[src/rtl/rect_layer_draw.sv]
// Multi-rectangle compositor for the VGA pixel path.
// Holds NUM_RECTS rectangles in a double-buffered attribute store. A shadow
// bank takes configuration writes and is copied to the active bank on each
// frame tick. A 2-stage pipeline returns {colour, hit} for the
// highest-priority rectangle (index 0 is highest) that covers the pixel.
module rect_layer_draw #(
  parameter int NUM_RECTS    = 4,
  parameter int COORD_W      = 10,
  parameter int COLOR_W      = 9,
  parameter int FLASH_FRAMES = 30,
  parameter int IDX_W        = (NUM_RECTS > 1) ? $clog2(NUM_RECTS) : 1
) (
  input  logic               clk,
  input  logic               rst_n,
  input  logic [COORD_W-1:0] X,
  input  logic [COORD_W-1:0] Y,
  input  logic               video_on,
  input  logic               frame_tick,
  input  logic               cfg_we,
  input  logic [IDX_W-1:0]   cfg_idx,
  input  logic [COORD_W-1:0] cfg_x1,
  input  logic [COORD_W-1:0] cfg_y1,
  input  logic [COORD_W-1:0] cfg_x2,
  input  logic [COORD_W-1:0] cfg_y2,
  input  logic [COLOR_W-1:0] cfg_color,
  input  logic               cfg_en,
  input  logic               cfg_flash,
  output logic               flash_phase,
  output logic [COLOR_W:0]   RGBt
);

  localparam int FLASH_W = (FLASH_FRAMES > 1) ? $clog2(FLASH_FRAMES) : 1;
  localparam logic [FLASH_W-1:0] FLASH_LAST = FLASH_W'(FLASH_FRAMES - 1);
  // Wide enough to hold NUM_RECTS itself, so out-of-range indices compare correctly.
  localparam logic [IDX_W:0] NUM_RECTS_W = (IDX_W + 1)'(NUM_RECTS);

  // Shadow bank (written by configuration)
  logic [COORD_W-1:0] sh_x1    [NUM_RECTS];
  logic [COORD_W-1:0] sh_y1    [NUM_RECTS];
  logic [COORD_W-1:0] sh_x2    [NUM_RECTS];
  logic [COORD_W-1:0] sh_y2    [NUM_RECTS];
  logic [COLOR_W-1:0] sh_color [NUM_RECTS];
  logic [NUM_RECTS-1:0] sh_en;
  logic [NUM_RECTS-1:0] sh_flash;

  // Active bank (used by the hit test)
  logic [COORD_W-1:0] act_x1    [NUM_RECTS];
  logic [COORD_W-1:0] act_y1    [NUM_RECTS];
  logic [COORD_W-1:0] act_x2    [NUM_RECTS];
  logic [COORD_W-1:0] act_y2    [NUM_RECTS];
  logic [COLOR_W-1:0] act_color [NUM_RECTS];
  logic [NUM_RECTS-1:0] act_en;
  logic [NUM_RECTS-1:0] act_flash;

  logic [FLASH_W-1:0] flash_cnt;

  logic [NUM_RECTS-1:0] hit;
  logic [NUM_RECTS-1:0] s1_hit;
  logic [COLOR_W-1:0]   s1_color [NUM_RECTS];
  logic                 s1_video_on;

  logic [COLOR_W-1:0] win_color;
  logic               any_hit;

  logic wr_ok;
  assign wr_ok = cfg_we && ({1'b0, cfg_idx} < NUM_RECTS_W);

  // Shadow writes and frame-synchronous shadow-to-active copy.
  // NOTE: the attribute store is a register file, not RAM, so every entry is
  // reset; a disabled-at-reset rectangle is what keeps the output blank.
  always_ff @(posedge clk or negedge rst_n) begin
    if (!rst_n) begin
      for (int i = 0; i < NUM_RECTS; i++) begin
        sh_x1[i]     <= '0;
        sh_y1[i]     <= '0;
        sh_x2[i]     <= '0;
        sh_y2[i]     <= '0;
        sh_color[i]  <= '0;
        act_x1[i]    <= '0;
        act_y1[i]    <= '0;
        act_x2[i]    <= '0;
        act_y2[i]    <= '0;
        act_color[i] <= '0;
      end
      sh_en     <= '0;
      sh_flash  <= '0;
      act_en    <= '0;
      act_flash <= '0;
    end else begin
      // NOTE: non-blocking assignment means a copy coinciding with a write
      // takes the pre-write shadow value; the write shows a frame later.
      if (frame_tick) begin
        for (int i = 0; i < NUM_RECTS; i++) begin
          act_x1[i]    <= sh_x1[i];
          act_y1[i]    <= sh_y1[i];
          act_x2[i]    <= sh_x2[i];
          act_y2[i]    <= sh_y2[i];
          act_color[i] <= sh_color[i];
        end
        act_en    <= sh_en;
        act_flash <= sh_flash;
      end
      if (wr_ok) begin
        sh_x1[cfg_idx]    <= cfg_x1;
        sh_y1[cfg_idx]    <= cfg_y1;
        sh_x2[cfg_idx]    <= cfg_x2;
        sh_y2[cfg_idx]    <= cfg_y2;
        sh_color[cfg_idx] <= cfg_color;
        sh_en[cfg_idx]    <= cfg_en;
        sh_flash[cfg_idx] <= cfg_flash;
      end
    end
  end

  // Flash timer: flash_phase toggles after every FLASH_FRAMES frame ticks.
  always_ff @(posedge clk or negedge rst_n) begin
    if (!rst_n) begin
      flash_cnt   <= '0;
      flash_phase <= 1'b0;
    end else if (frame_tick) begin
      if (flash_cnt == FLASH_LAST) begin
        flash_cnt   <= '0;
        flash_phase <= ~flash_phase;
      end else begin
        flash_cnt <= flash_cnt + 1'b1;
      end
    end
  end

  // Per-rectangle hit test on half-open bounds; empty bounds never hit.
  // NOTE: defaulting hit before the loop keeps this block free of latches.
  always_comb begin
    hit = '0;
    for (int i = 0; i < NUM_RECTS; i++) begin
      hit[i] = act_en[i]
             && (X >= act_x1[i]) && (X < act_x2[i])
             && (Y >= act_y1[i]) && (Y < act_y2[i])
             && !(act_flash[i] && flash_phase);
    end
  end

  // Stage 1: register the hit vector, colours and video_on.
  always_ff @(posedge clk or negedge rst_n) begin
    if (!rst_n) begin
      s1_hit      <= '0;
      s1_video_on <= 1'b0;
      for (int i = 0; i < NUM_RECTS; i++) s1_color[i] <= '0;
    end else begin
      s1_hit      <= hit;
      s1_video_on <= video_on;
      for (int i = 0; i < NUM_RECTS; i++) s1_color[i] <= act_color[i];
    end
  end

  // Priority select: scanning from the top index down leaves the lowest hit index.
  always_comb begin
    win_color = '0;
    any_hit   = 1'b0;
    for (int i = NUM_RECTS - 1; i >= 0; i--) begin
      if (s1_hit[i]) begin
        win_color = s1_color[i];
        any_hit   = 1'b1;
      end
    end
  end

  // Stage 2: register {colour, hit}, blanked outside the visible area.
  always_ff @(posedge clk or negedge rst_n) begin
    if (!rst_n) begin
      RGBt <= '0;
    end else if (any_hit && s1_video_on) begin
      RGBt <= {win_color, 1'b1};
    end else begin
      RGBt <= '0;
    end
  end

endmodule

[config.mk]
export PLATFORM = sky130hd
export DESIGN_NAME = rect_layer_draw
export DESIGN_NICKNAME = d
export VERILOG_FILES = /design/src/rtl/rect_layer_draw.sv
export SDC_FILE = /design/constraint.sdc
export NUM_CORES = 1
export LEC_CHECK = 0
export CAP_MARGIN = 30
export CELL_PAD_IN_SITES_DETAIL_PLACEMENT = 1
export CELL_PAD_IN_SITES_GLOBAL_PLACEMENT = 2
export CORE_MARGIN = 10
export CORE_UTILIZATION = 38
export CTS_CLUSTER_SIZE = 28
export DETAILED_ROUTE_END_ITERATION = 6
export PLACE_DENSITY_LB_ADDON = 0.1
export SLEW_MARGIN = 20
export SYNTH_ARGS = -nofsm -noshare
export SYNTH_HDL_FRONTEND = slang
export SYNTH_SLANG_ARGS = --single-unit
[constraint.sdc]
create_clock -name clk -period 1.5 [get_ports clk]
set_input_delay 0.3 -clock clk [delete_from_list [all_inputs] [get_ports clk]]
set_output_delay 0.3 -clock clk [all_outputs]
set_load 0.05 [all_outputs]
==> summary.txt, run 1 <==
Timing
  – Final hold slack: 0.1076 ns
  – Post-route setup slack: -0.2928 ns
  – Hold Fails Final Rpt: 0
  – Worst-Margin Slew: 0.5637 ns
  – RSZ-0062 raised after global routing: yes
  – FMAX: 557.8 MHz
  – Slew Limit Headroom: 62.19%
  – Fin. max-slew vios: 0
  – Tmin final: 1.793 ns
  – Final worst-path cycle share: 119.5%
  – Setup Skew: 0.02550 ns
  – # setup viols final: 5

Min path
  – Hold endpoint: act_y1[39]
  – Worst Hold Launch: frame_tick
  – Worst hold path type: input port to flop
  – Hold Path Depth: 2

Synthesis
  – Main area contributors after synthesis: dfrtp_1 (57%), mux2_2 (14%), ha_1 (9.5%)
  – Post-synth cell types: 50
  – Post-synth EDFFs: 0
  – Syn Inst Count: 1664
  – Synth area leader: dfrtp_1
  – Post-Syn Area: 20340 µm²
  – Synth Area in Compound Gates: 8.509%
  – Area share of the largest cell type after synthesis: 57.22%
  – Prevailing post-synth register cell: dfrtp_1
  – Simple-gate share of the synthesized area: 5.839%
  – Mapped Nets: 1896
  – Synth Area in XOR/XNOR: 0.04307%
  – Mean post-synth cell area: 12.22 µm²
  – Sequential element share of the synthesized area: 57.22%
  – Largest family of logic cells by synthesized area: multiplexers
  – Mux contribution to synthesized area: 14.61%
  – YS warnings: 0
  – Async set-reset flop share out of synthesis: 100.0%
  – Adder and majority gate portion of the synthesized area: 9.475%
  – Flop and latch count out of synthesis: 465

Route
  – DRC: 0
  – Via Count: 13360
  – TritonRoute pass-1 iters: 4
  – WL/cell: 20.40 µm
  – ANT nets after route: 0
  – Violation count after the first detailed-route iteration: 369
  – Post-Route WL: 54.00 mm
  – Post-DR vias/cell: 5.045

Final layout
  – Most frequent cells in the layout: dfrtp_1 (464), mux2_2 (256), nand2_1 (170)
  – Layout Cells excl Fill: 2647
  – Commonest non-fill, non-tap cell in the layout: dfrtp_1
  – Final Cell Area: 25850 µm²
  – P&R area growth vs syn: 27.11%
  – NumNets Final: 2153
  – Diode count: 0
  – Layout cell share with drive strength beyond 1: 30.32%
  – Filler instances: 5477

Die
  – Initial core utilization: 38.54%
  – Cell Rows: 84
  – IO Count: 89
  – Die X: 251.3 µm
  – CORE AREA: 52760 µm²
  – Die area: 63170 µm²
  – Die height: 251.3 µm

Placement
  – Buffers on Ports: 88
  – Gpl congestion: 0.7883
  – Post-DP HPWL: 39.25 mm
  – Dpl cells: 2549
  – Post-DP Area: 23730 µm²

Setup path
  – Critical Path Start Type: flop
  – Critical path class: flop to flop
  – CP endpoint kind: flop
  – Worst r2r dst: s1_hit[2]
  – CP required: 2.03 ns
  – Arrival time at the worst endpoint: 2.32 ns
  – R2R Setup Slk: -0.29 ns
  – Worst r2r path cells: 8
  – Crit Reg-Reg Startpoint: act_y2[18]
  – CP max FO: 3

Global route
  – Pin count of the biggest net entering global routing: 78
  – Initial antenna violation count: 1
  – Gr usage total: 17.35%
  – First-pass GRT wire length: 85.88 mm
  – Met2 Use GR: 29.64%
  – Most used routing layer: met2
  – Vias in the first global route: 14640
  – Total grt overflow: 0
  – Met3 Usage GRT: 2.538%
  – GRT met1 Usage: 22.73%

Clocking
  – Worst skew pair latency: 0.60 ns
  – Inserted Clock Buffers: 51
  – Clock Sink Count: 465
  – CTS tree: yes
  – CTS root buf: clkbuf_16
  – Max H-tree Level: 2
  – CTS clk-pin slew, worst paths: 0.06 ns
  – Clk buf depth: 3

Power
  – VDD IR max: 0.0008432 V
  – Power per Cell Area: 1410 nW/µm²
  – Pleak: 0.01186 µW

Run status
  – Outcome: finished with violations
  – Failing checks: setup timing

Job
  – Total of max-cap violations: 0
## worst max path at each step
stage                          start        end  slack [ns]  depth (start not counted)
after global placement          Y[0]  s1_hit[1]       -1.05                         10
after detailed placement        Y[0]  s1_hit[1]       -1.09                         10
after floorplan           act_y2[18]  s1_hit[2]       -0.03                          8
after CTS                 act_y2[18]  s1_hit[2]       -0.29                          8
final                     act_y2[18]  s1_hit[2]       -0.29                          8
after global routing      act_y2[22]  s1_hit[1]       -0.38                          8
## where the power goes
group	internal [µW]	switching, µW	total [µW]
Sequential	15000	1110	16100
Combinational	3650	3520	7170
Clock	8100	5090	13200
## cell usage after synthesis (all sizes together) (13+ instances only)
library cell	n
a211oi	16
a21oi	47
buf	38
clkbuf	28
dfrtp	465
ha	154
inv	152
mux2	263
nand2	170
nand4	13
nor2	22
nor2b	17
o21ai	175
## worst max-delay path: stages, from the launching register on
cell	delay [ns]
dfrtp_1	0.37
inv_2	0.11
ha_4	0.22
a21oi_2	0.12
nand2_1	0.07
a221oi_2	0.32
o21ai_1	0.11
o21bai_1	0.17
and4b_1	0.23
## what timing repair did
action / in CTS / in global routing
gates resized for setup: 41 / 34
setup buffers: 4 / 4
hold buffers: 1 / 0
setup endpoints to repair: 10 / 10
pin swaps: 19 / 21
hold endpoints to repair: 295 / 0
## logic make-up (layout without fill, tap and decap cells)
group                      count (synthesis)  after routing
xor gates and xnor gates                   1              1
AOI/OAI and AO/OA                        295            295
buffers and inverters                    218            513
muxes                                    264            264
DFF                                      465            465
and+or+nand+nor                          267            267
adders and majority gates                154            154
## flip-flops by register name (all words and copies together), names as in the netlist, 5 cells and up
register,count
RGBt,10
act_color,36
act_x1,40
act_x2,40
act_y1,40
act_y2,40
flash_cnt,5
s1_color,36
sh_color,36
sh_x1,40
sh_x2,40
sh_y1,40
sh_y2,40
## cell type report
type / count / area (µm²) / share of cell area, %
Sequential cell: 465 / 11640 / 45.02
Multi-Input combinational cell: 981 / 8133 / 31.46
Timing Repair Buffer: 270 / 2879 / 11.14
Clock buffer: 77 / 1505 / 5.823
Tap cell: 688 / 860.8 / 3.330
Inverter: 152 / 573.1 / 2.217
Clock inverter: 14 / 260.3 / 1.007
## per-layer routing
layer  part of all wire (%)  wire length (µm)
met1                     46             24880
met2                     49             26460
met3                    2.9              1541
met4                    2.0              1103
met5                  0.022                12
## through the flow
| step | worst slack [ns] | TNS (ns) | util [%] | power (µW) |
|---|---|---|---|---|
| floorplan | -0.03111 | -0.03111 | - | 19800 |
| global placement | -1.048 | -83.42 | 44.96 | 22800 |
| detailed placement | -1.090 | -85.16 | 44.97 | 23140 |
| CTS | -0.2922 | -1.152 | 48.66 | 36830 |
| global route | -0.3772 | -1.487 | 48.99 | 38600 |
| finish | -0.2928 | -1.019 | 48.99 | 36440 |
No activity file was read; power rests on OpenSTA's default activity.
==> inputs of run 2 (changes only) <==
- PLACE_DENSITY_LB_ADDON: 0.1 -> 0.12
==> summary.txt, run 2 (synthesized netlist as in run 1, its figures left out) <==
Job
  – Total of max-cap violations: 0

Route
  – WL/cell: 20.49 µm
  – Via Count: 13370
  – Highest Signal Layer: met5
  – TritonRoute pass-1 iters: 4
  – Violation count after the first detailed-route iteration: 549
  – Post-DR vias/cell: 5.053
  – Met2 routed WL: 26.62 mm
  – Metal-1 WL: 25.01 mm
  – DRC: 0
  – Post-Route WL: 54.19 mm
  – ANT nets after route: 0
  – Met3 routed WL: 1.555 mm

Setup path
  – CP required: 2.03 ns
  – CP max FO: 3
  – Top delay family on crit path: compound AO/OA/AOI/OAI gates
  – Critical Path Start Type: flop
  – Slowest cell on the critical path: dfrtp_1
  – CP endpoint kind: flop
  – Critical path class: flop to flop
  – Crit-path cells: inv_2 -> ha_4 -> a21oi_2 -> nand2_1 -> a221oi_2 -> o21ai_1 -> o21bai_1 -> and4b_1
  – Crit Reg-Reg Startpoint: act_y2[18]
  – CP startpoint: act_y2[18]
  – Crit-path max cell delay: 0.37 ns
  – Arrival time at the worst endpoint: 2.30 ns
  – Worst Path Buf+Inv: 1

Final layout
  – Diode count: 0
  – Final Cell Area: 25780 µm²
  – Filler instances: 5416
  – P&R area growth vs syn: 26.79%
  – NumNets Final: 2149
  – Layout cell share with drive strength beyond 1: 29.84%
  – Final core utilization: 48.87%
  – Commonest non-fill, non-tap cell in the layout: dfrtp_1
  – Most frequent cells in the layout: dfrtp_1 (464), mux2_2 (256), nand2_1 (170)

Timing
  – Post-route setup slack: -0.2691 ns
  – Tmin final: 1.769 ns
  – Setup Skew: 0.01924 ns
  – Slew Limit Headroom: 66.11%
  – FMAX: 565.3 MHz
  – Final hold slack: 0.1595 ns
  – RSZ-0062 raised after global routing: yes
  – Hold Fails Final Rpt: 0
  – # setup viols final: 5
  – Worst-Margin Slew: 0.5041 ns
  – Setup tns final: -0.9998 ns
  – Fin. max-slew vios: 0
  – Final worst-path cycle share: 117.9%

Global route
  – Pin count of the biggest net entering global routing: 75
  – Initial antenna violation count: 2
  – Vias in the first global route: 14880
  – Total grt overflow: 0
  – Gr usage total: 17.47%
  – First-pass GRT wire length: 86.71 mm

Clocking
  – Inserted Clock Buffers: 53
  – Clock Sink Count: 465
  – Max H-tree Level: 2
  – Worst skew pair latency: 0.60 ns
  – CTS root buf: clkbuf_16
  – CTS clk-pin slew, worst paths: 0.06 ns
  – CTS tree: yes
  – Clk buf depth: 3

Placement
  – Post-DP HPWL: 39.69 mm
  – Gpl congestion: 0.8031
  – Post-DP Area: 23660 µm²
  – Buffers on Ports: 88

Power
  – Final Power: 36830 µW
  – Pleak: 0.01184 µW
  – Power per Cell Area: 1428 nW/µm²
  – VDD IR max: 0.0008721 V

Min path
  – Worst hold path type: input port to flop
  – Worst Hold Launch: video_on

Die
  – IO Count: 89
  – CORE AREA: 52760 µm²
  – Cell Rows: 84
  – Initial core utilization: 38.54%
  – Die height: 251.3 µm
  – Die area: 63170 µm²
  – Die X: 251.3 µm

Run status
  – Outcome: finished with violations
  – Failing checks: setup timing
## run 2: cell count changes in the layout (fill, tap and decap cells not counted), moves of 3 or more
cell and change:
clkbuf_16 +3, clkinvlp_4 +4, clkbuf_1 -4, buf_12 -4, inv_2 -3, inv_1 +4
## run 2: per-stage QoR
| stage | worst slack, ns | instances |
|---|---|---|
| 3_3_place_gp | -1.155 | 2545 |
| 4_1_cts | -0.2922 | 2644 |
| 5_1_grt | -0.3612 | 2645 |
| 6_report | -0.2691 | 2645 |
| 2_1_floorplan | -0.03111 | 1664 |
| 3_5_place_dp | -1.208 | 2545 |
## run 2: repair_timing
action / in CTS / in global routing
resized for setup: 31 / 30
buffers inserted: 3 / 2
endpoints found under the hold margin: 283 / 0
hold buffers: 1 / 0
pin swaps: 16 / 17
setup endpoints to repair: 15 / 18
## run 2: worst reg2reg max path, stage by stage (launching register included)
cell	delay [ns]
dfrtp_1	0.37
inv_2	0.10
ha_4	0.21
a21oi_2	0.11
nand2_1	0.09
a221oi_2	0.31
o21ai_1	0.10
o21bai_1	0.16
and4b_1	0.24
## run 2: metal layers
| metal | track usage, % | vias up |
|---|---|---|
| li1 | - | 6254 |
| met1 | 22.47 | 6907 |
| met2 | 30.36 | 132 |
| met3 | 2.868 | 69 |
| met4 | 3.895 | 4 |
| met5 | 0 | - |
## run 2: path summary, 6_finish.rpt
path | endpoint | slack (ns) | cells past startpoint
max | s1_hit[2] | -0.27 | 8
min | s1_video_on | 0.16 | 1
max reg2reg | s1_hit[2] | -0.27 | 8
min reg2reg | s1_color[1] | 0.37 | 0
max in group asynchronous | act_x2[6] | 0.60 | 4
min in group asynchronous | RGBt[2] | 0.17 | 2
## run 2: layout make-up
type                            count  area, µm²  area share (%)
Clock buffer                       77       1579           6.124
Timing Repair Buffer              264       2775           10.76
Clock inverter                     18      279.0           1.082
Multi-Input combinational cell    981       8083           31.35
Inverter                          152      570.5           2.213
Sequential cell                   465      11640           45.13
Tap cell                          688      860.8           3.339
## run 2: power by group
| group | total [µW] | internal (µW) | switching, µW |
|---|---|---|---|
| Combinational | 7000 | 3500 | 3500 |
| Sequential | 16100 | 15000 | 1110 |
| Clock | 13700 | 8470 | 5280 |
